$ cat config.mk
export PLATFORM = sky130hd
export DESIGN_NAME = light_level_controller
export DESIGN_NICKNAME = d
export VERILOG_FILES = /design/src/rtl/light_level_controller.sv
export SDC_FILE = /design/constraint.sdc
export NUM_CORES = 1
export LEC_CHECK = 0
export ABC_AREA = 1
export ABC_CLOCK_PERIOD_IN_PS = 3200
export BUFFER_PORTS_ARGS = -buffer_cell sky130_fd_sc_hd__buf_4
export CORE_MARGIN = 4
export CORE_UTILIZATION = 40
export DETAILED_ROUTE_END_ITERATION = 7
export MAX_ROUTING_LAYER = met4
export PLACE_DENSITY = 0.6
export SETUP_SLACK_MARGIN = 0.1
export SYNTH_ARGS = -nofsm -noshare
export SYNTH_HDL_FRONTEND = slang
export SYNTH_SLANG_ARGS = --single-unit
$ cat constraint.sdc
create_clock -name i_clk -period 3.2 [get_ports i_clk]
set_input_delay 0.64 -clock i_clk [delete_from_list [all_inputs] [get_ports i_clk]]
set_output_delay 0.64 -clock i_clk [all_outputs]
set_load 0.02 [all_outputs]
$ cat src/rtl/light_level_controller.sv
// Brightness sequencer: four-level button FSM, per-period duty fade toward the
// level target, and a registered PWM compare against the shared period counter.
module light_level_controller #(
    parameter int PERIOD_MAX = 999,
    parameter int LOW_DUTY   = 250,
    parameter int MID_DUTY   = 500,
    parameter int HIGH_DUTY  = 900,
    parameter int FADE_STEP  = 50
) (
    input  logic       i_clk,
    input  logic       i_reset,
    input  logic [9:0] i_counter,
    input  logic       i_btn_next,
    input  logic       i_btn_off,
    output logic [1:0] o_level,
    output logic [9:0] o_duty,
    output logic       o_pwm,
    output logic       o_busy
);

    typedef enum logic [1:0] {
        OFF  = 2'd0,
        LOW  = 2'd1,
        MID  = 2'd2,
        HIGH = 2'd3
    } level_t;

    localparam logic [9:0]  LAST_CNT = 10'(PERIOD_MAX);
    localparam logic [10:0] STEP     = 11'(FADE_STEP);

    level_t     level_q, level_d;
    logic [9:0] target;
    logic [9:0] duty_q;

    // 11-bit arithmetic so the add cannot wrap and the subtract cannot underflow
    function automatic logic [9:0] fade_next(input logic [9:0] duty, input logic [9:0] tgt);
        logic [10:0] d, t, sum;
        d   = {1'b0, duty};
        t   = {1'b0, tgt};
        sum = d + STEP;
        if (d < t)
            fade_next = (sum > t) ? tgt : sum[9:0];
        else if (d > t)
            fade_next = ((d - t) > STEP) ? 10'(d - STEP) : tgt;
        else
            fade_next = duty;
    endfunction

    always_ff @(posedge i_clk or posedge i_reset) begin
        if (i_reset)
            level_q <= OFF;
        else
            level_q <= level_d;
    end

    always_comb begin
        level_d = level_q;
        if (i_btn_off)
            level_d = OFF;
        else if (i_btn_next)
            level_d = level_t'(level_q + 2'd1);
    end

    always_comb begin
        target = '0;
        case (level_q)
            OFF:  target = '0;
            LOW:  target = 10'(LOW_DUTY);
            MID:  target = 10'(MID_DUTY);
            HIGH: target = 10'(HIGH_DUTY);
            default: target = '0;
        endcase
    end

    // duty only moves on the last clock of a period so a period never sees two values
    always_ff @(posedge i_clk or posedge i_reset) begin
        if (i_reset)
            duty_q <= '0;
        else if (i_counter == LAST_CNT)
            duty_q <= fade_next(duty_q, target);
    end

    always_ff @(posedge i_clk or posedge i_reset) begin
        if (i_reset)
            o_pwm <= 1'b0;
        else
            o_pwm <= (i_counter < duty_q);
    end

    assign o_level = level_q;
    assign o_duty  = duty_q;
    assign o_busy  = (duty_q != target);

endmodule

# Word-level counts from Yosys, hierarchy flattened
# Index checks and enable logic that the tools add are counted.
[word_totals]
reg_bits = 13
latch_bits = 0
mem_bits_rw = 0
romBits = 0
input_bits = 14
output_inout_bits = 14
wordCells = 28
mem_count = 0
[classes]
addsub = 4
n_mul = 0
div = 0
magnitude_cmp = 5
eq_ne = 5
shifts = 0
muxes = 7
n_bitwise = 0
n_reduce_logical = 4
[op_table]
columns = ["operator", "n"]
rows = [
  ["2-to-1 mux 10 bit", 4],
  ["one-hot mux 10 bit (4 select lines)", 1],
  ["< comparator 10 bit", 2],
  ["adder 10 x 6 -> 11 bit, second input constant", 1],
  ["> comparator 11 x 10 -> 1 bit", 1],
  ["> comparator 11 x 6 -> 1 bit, second input constant", 1],
  ["subtractor 10 x 10 -> 11 bit", 1],
  ["== test 10 bit, second input constant", 1],
  ["> comparator 10 bit", 1],
  ["!= test 10 bit", 1],
  ["subtractor 10 x 6 -> 10 bit, second input constant", 1],
  ["== test 2 bit, second input constant", 2],
  ["2-to-1 mux 2 bit", 2],
  ["nonzero test 2 bit", 2],
  ["adder 2 x 1 -> 2 bit, second input constant", 1],
  ["== test 2 x 1 -> 1 bit, second input constant", 1],
  ["zero test 2 bit", 1],
  ["AND reduction 2 bit", 1],
]

# Logic depth before layout (Yosys ltp)
[depth]
word_depth = 7
ltp_mapped = 20
mapped_depth_nobuf = 20

# Least setup slack after synthesis
# No wires, ideal clock.
[synth_path]
kind = "reg2reg"
start = "register level_q[1], in the netlist o_level[1]"
end = "register duty_q[1], in the netlist o_duty[1]"
setup_time_ns = 0.118
arrival_time_ns = 2.544
required_time_ns = 3.082
path_slack_ns = 0.539
path_stages_with_launch = 17
path_buffers = 0
period_less_slack_ns = 2.661
path_cell_list = "dfrtp_1 > inv_1 > ha_1 > nand2_2 > inv_1 > fa_1 > nand3b_1 > nand2_1 > nand2_1 > nand2_1 > nand2_2 > nand2_4 > inv_2 > o21ai_4 > inv_2 > nand3_1 > nand2_1"
[synth_via]
elab_chain_cells = 7
word_cells_on_any_way = 16
classes_between = "add/sub (1); order compare (4); eq/ne (3); mux (5); reduce/logical (3)"
[synth_lines]
columns = ["element", "line", "text"]
rows = [
  ["start: declaration", "31", "level_t level_q, level_d;"],
  ["start signal: assignment", "53", "level_q <= level_d;"],
  ["== test 2 bit, or another cell as far along", "66", "case (level_q)"],
  ["one-hot mux 10 bit (4 select lines) (*)", "66", ""],
  ["subtractor 10 x 10 -> 11 bit", "44", "fade_next = ((d - t) > STEP) ? 10'(d - STEP) : tgt;"],
  ["> comparator 11 x 6 -> 1 bit", "44", ""],
  ["2-to-1 mux 10 bit", "44", ""],
  ["2-to-1 mux 10 bit", "43", "else if (d > t)"],
  ["2-to-1 mux 10 bit", "41", "if (d < t)"],
  ["end signal: assignment", "80", "duty_q <= fade_next(duty_q, target);"],
  ["end: declaration", "33", "logic [9:0] duty_q;"],
]
# Mark *: on every way between the ends. The rest lies on a longest branch, timed or not. The select of a mux whose other input is x is not followed.
# A chain may end at the register's enable or synchronous reset.

# Worst setup path in the final report
[layout_path]
start = "register level_q[0], in the netlist o_level[0]"
end = "output port o_busy"
[layout_via]
elab_chain_cells = 3
word_cells_on_any_way = 6
classes_between = "eq/ne (4); mux (1); reduce/logical (1)"
[layout_lines]
columns = ["element", "line", "text"]
rows = [
  ["== test 2 bit, or another cell as far along", "66", ""],
  ["one-hot mux 10 bit (4 select lines) (*)", "66", ""],
  ["!= test 10 bit (*)", "92", "assign o_busy = (duty_q != target);"],
  ["end: declaration", "18", "output logic o_busy"],
]
# Marks and branches as above.

==> summary.md <==
| Metric | Value |
|---|---|
| Status | `finished, final reports clean` |
| Clock slew at reported path FFs | `0.05 ns` |
| Sequential area share after synthesis | `14.0%` |
| Layout area overhead | `19.5%` |
| Cell area after layout | `2560 um^2` |
| Port Buf Inserts | `26` |
| Final wirelength | `6.24 mm` |
| Register area | `303 um^2` |
| Ranking of synthesized cells by area | `ha_1, nand2_1, dfrtp_1` |
| R2R Setup Slk | `0.37 ns` |
| Yosys warns | `0` |
| Clock Skew | `0.00150 ns` |
| Core Box Area | `5140 um^2` |
| TritonCTS buffer count | `3` |
| Die extent in x | `81.1 um` |
| Worst slew pin tran | `0.505 ns` |
| Mapped Nets | `368` |
| Top cell type's share of synthesized area | `18.7%` |
| Slew HR | `66.0%` |
| I/O pin total | `28` |
| Worst-path cell chain | `inv_1 > ha_4 > clkinvlp_4 > ha_4 > nand2_1 > nor2_2 > nand4_1 > nor2_1 > inv_1 > buf_4` |
| CP Capture Type | `output port` |
| DR pass1 iterations | `4` |
| Detailed Route Iter0 Violations | `126` |
| Final TNS setup | `0 ns` |
| CP Launch Type | `flop` |
| Synth unique cells | `35` |
| CTS sink cnt | `12` |
| Via count | `2166` |
| Worst setup path startpoint | `o_level[0]` |
| Die H | `81.1 um` |
| CTS H-tree depth | `1` |
| Synth Flop Type | `dfrtp_1` |
| CTS tree | `yes` |
| Initial antenna violation count | `0` |
| Placer's final routability congestion estimate | `0.918` |
| GRT Total Usage | `20.3%` |
| Vias in the first global route | `2083` |
| Hold WC Path Type | `primary input to asynchronous set/reset pin` |
| Hold-fix buffers, CTS | `0` |
| DR vias/cell | `5.08` |
| Top post-synthesis cells by count | `nand2_1, inv_1, nand3_1` |
| Number of antenna diodes | `0` |
| F_max | `0.343 GHz` |
| Worst path buffer plus inverter count | `4` |
| Layout cells sized above 1 | `20.8%` |
| Die ar. | `6580 um^2` |
| Reg-to-Reg Start | `o_level[0]` |
| Syn Std Cell Area | `2140 um^2` |
| Avg Cell Area, Syn | `6.66 um^2` |
| Count of final setup violators | `0` |
| Post-synth EDFFs | `0` |
| Max incr delay on CP | `0.40 ns` |
| Final Cycle Share | `91.2%` |
| Arrival time at the worst endpoint | `2.28 ns` |
| Async set-reset flop share out of synthesis | `100%` |
| Worst Setup Path Type | `flop to output port` |
| #FFs+latches synth | `12` |
| Largest net degree at the start of global routing | `13` |
| Critical-path top delay cell | `dfrtp_2` |
| Synth area leader | `ha_1` |
| Fillers | `551` |
| CTS Buffer Depth | `2` |
| Pwr dens | `304 nW/um^2` |
| Cell row count | `26` |
| IR drop worst, VDD | `0.207 mV` |
| Post-DP Area | `2440 um^2` |
| Most common cell in the netlist | `nand2_1` |
| Crit path max-delay family | `adder cells` |
| Gr ovfl total | `0` |
| Final hold vios | `0` |
| RSZ-0062 raised after global routing | `no` |
| Max_cap viols | `0` |
| Fin crit period | `2.92 ns` |
| Critical path fanouts, max | `5` |
| Worst path required time | `2.56 ns` |
| Multi-input gate area | `1680 um^2` |
| Final ANT Viol Nets | `0` |
| Clock root buffer | `clkbuf_8` |
| Mapped Cells | `321` |
| Starting density of the core | `41.6%` |
| Final nets | `405` |
| Max-slew violations | `0` |
| Hpwl dp | `5.12 mm` |
| Lkg Pwr | `0.00142 uW` |
| First-pass GRT wire length | `9.90 mm` |
| Worst-Skew Late Latency | `0.24 ns` |
| Wirelength per Cell | `14.6 um` |
| Drt drc | `0` |
layout by cell type (no fill, tap or decap), drive strengths merged, types with 2 or more instances in the layout:
| cell | count |
|---|---|
| nand2 | 100 |
| inv | 48 |
| nand3 | 46 |
| buf | 34 |
| ha | 32 |
| nor2 | 19 |
| a21oi | 15 |
| xor2 | 14 |
| dfrtp | 12 |
| nand3b | 7 |
| nand4 | 6 |
| o21ai | 6 |
| clkbuf | 3 |
| a21o | 2 |
per-stage QoR:
| stage | setup WS, ns | std cells | total power [uW] | util (%) | hold WS [ns] |
|---|---|---|---|---|---|
| 4_1_cts | 0.133 | 422 | 755 | 48.5 | 0.434 |
| 3_5_place_dp | 0.327 | 419 | 605 | 47.4 | 0.626 |
| 6_report | 0.281 | 426 | 777 | 49.7 | 0.424 |
| 5_1_grt | 0.0964 | 426 | 847 | 49.7 | 0.454 |
| 3_3_place_gp | 0.380 | 419 | 606 | 47.4 | 0.616 |
| 2_1_floorplan | 0.539 | 321 | 498 | - | 0.505 |
worst paths after layout:
| kind | endpoint | depth (start not counted) |
|---|---|---|
| min | o_pwm | 2 |
| max reg2reg | o_duty[8] | 20 |
| max in group asynchronous | o_level[1] | 2 |
| max | o_busy | 10 |
| min reg2reg | o_duty[8] | 3 |
| min in group i_clk | o_duty[8] | 3 |
final cells by class:
cell class | count | share of cell area [%]
flip-flops and latches | 12 | 11.8
clock buffers | 3 | 1.62
well taps | 70 | 3.43
inverters | 49 | 7.34
repair buffers | 34 | 9.99
multi-input cells | 258 | 65.8
per-layer routing:
layer | wire [um] | track usage (%) | up-vias
met5 | 0 | - | -
li1 | - | - | 1117
met3 | 302 | 1.66 | 9
met4 | 85 | 5.57 | 0
met2 | 3020 | 33.4 | 66
met1 | 2830 | 26.8 | 974
cell families after synthesis:
kind of cell             count (synthesis)  share of synthesized area [%]
AND/OR/NAND/NOR                        181                           41.7
flip-flops                              12                           14.0
AO/OA/AOI/OAI                           28                           9.07
XOR/XNOR                                15                           6.14
adder cells (fa/ha/maj)                 33                           19.7
other                                    1                          0.175
buffers and inverters                   51                           9.19
power by group:
group,switching (uW),leakage (uW),internal (uW)
logic,283,0.00124,181
clock network,58.2,0.0000216,83.2
registers,13.3,0.000161,159
state kept, by name (all words and copies together), names as in the netlist:
name and flops:
o_duty 9, o_level 2, o_pwm 1
repair_timing:
action                     CTS  global route
gates cloned                 0             0
setup endpoints to repair    1             1
setup buffers                0             4
gates resized for setup      1             7
No activity file was read; power rests on OpenSTA's default activity.
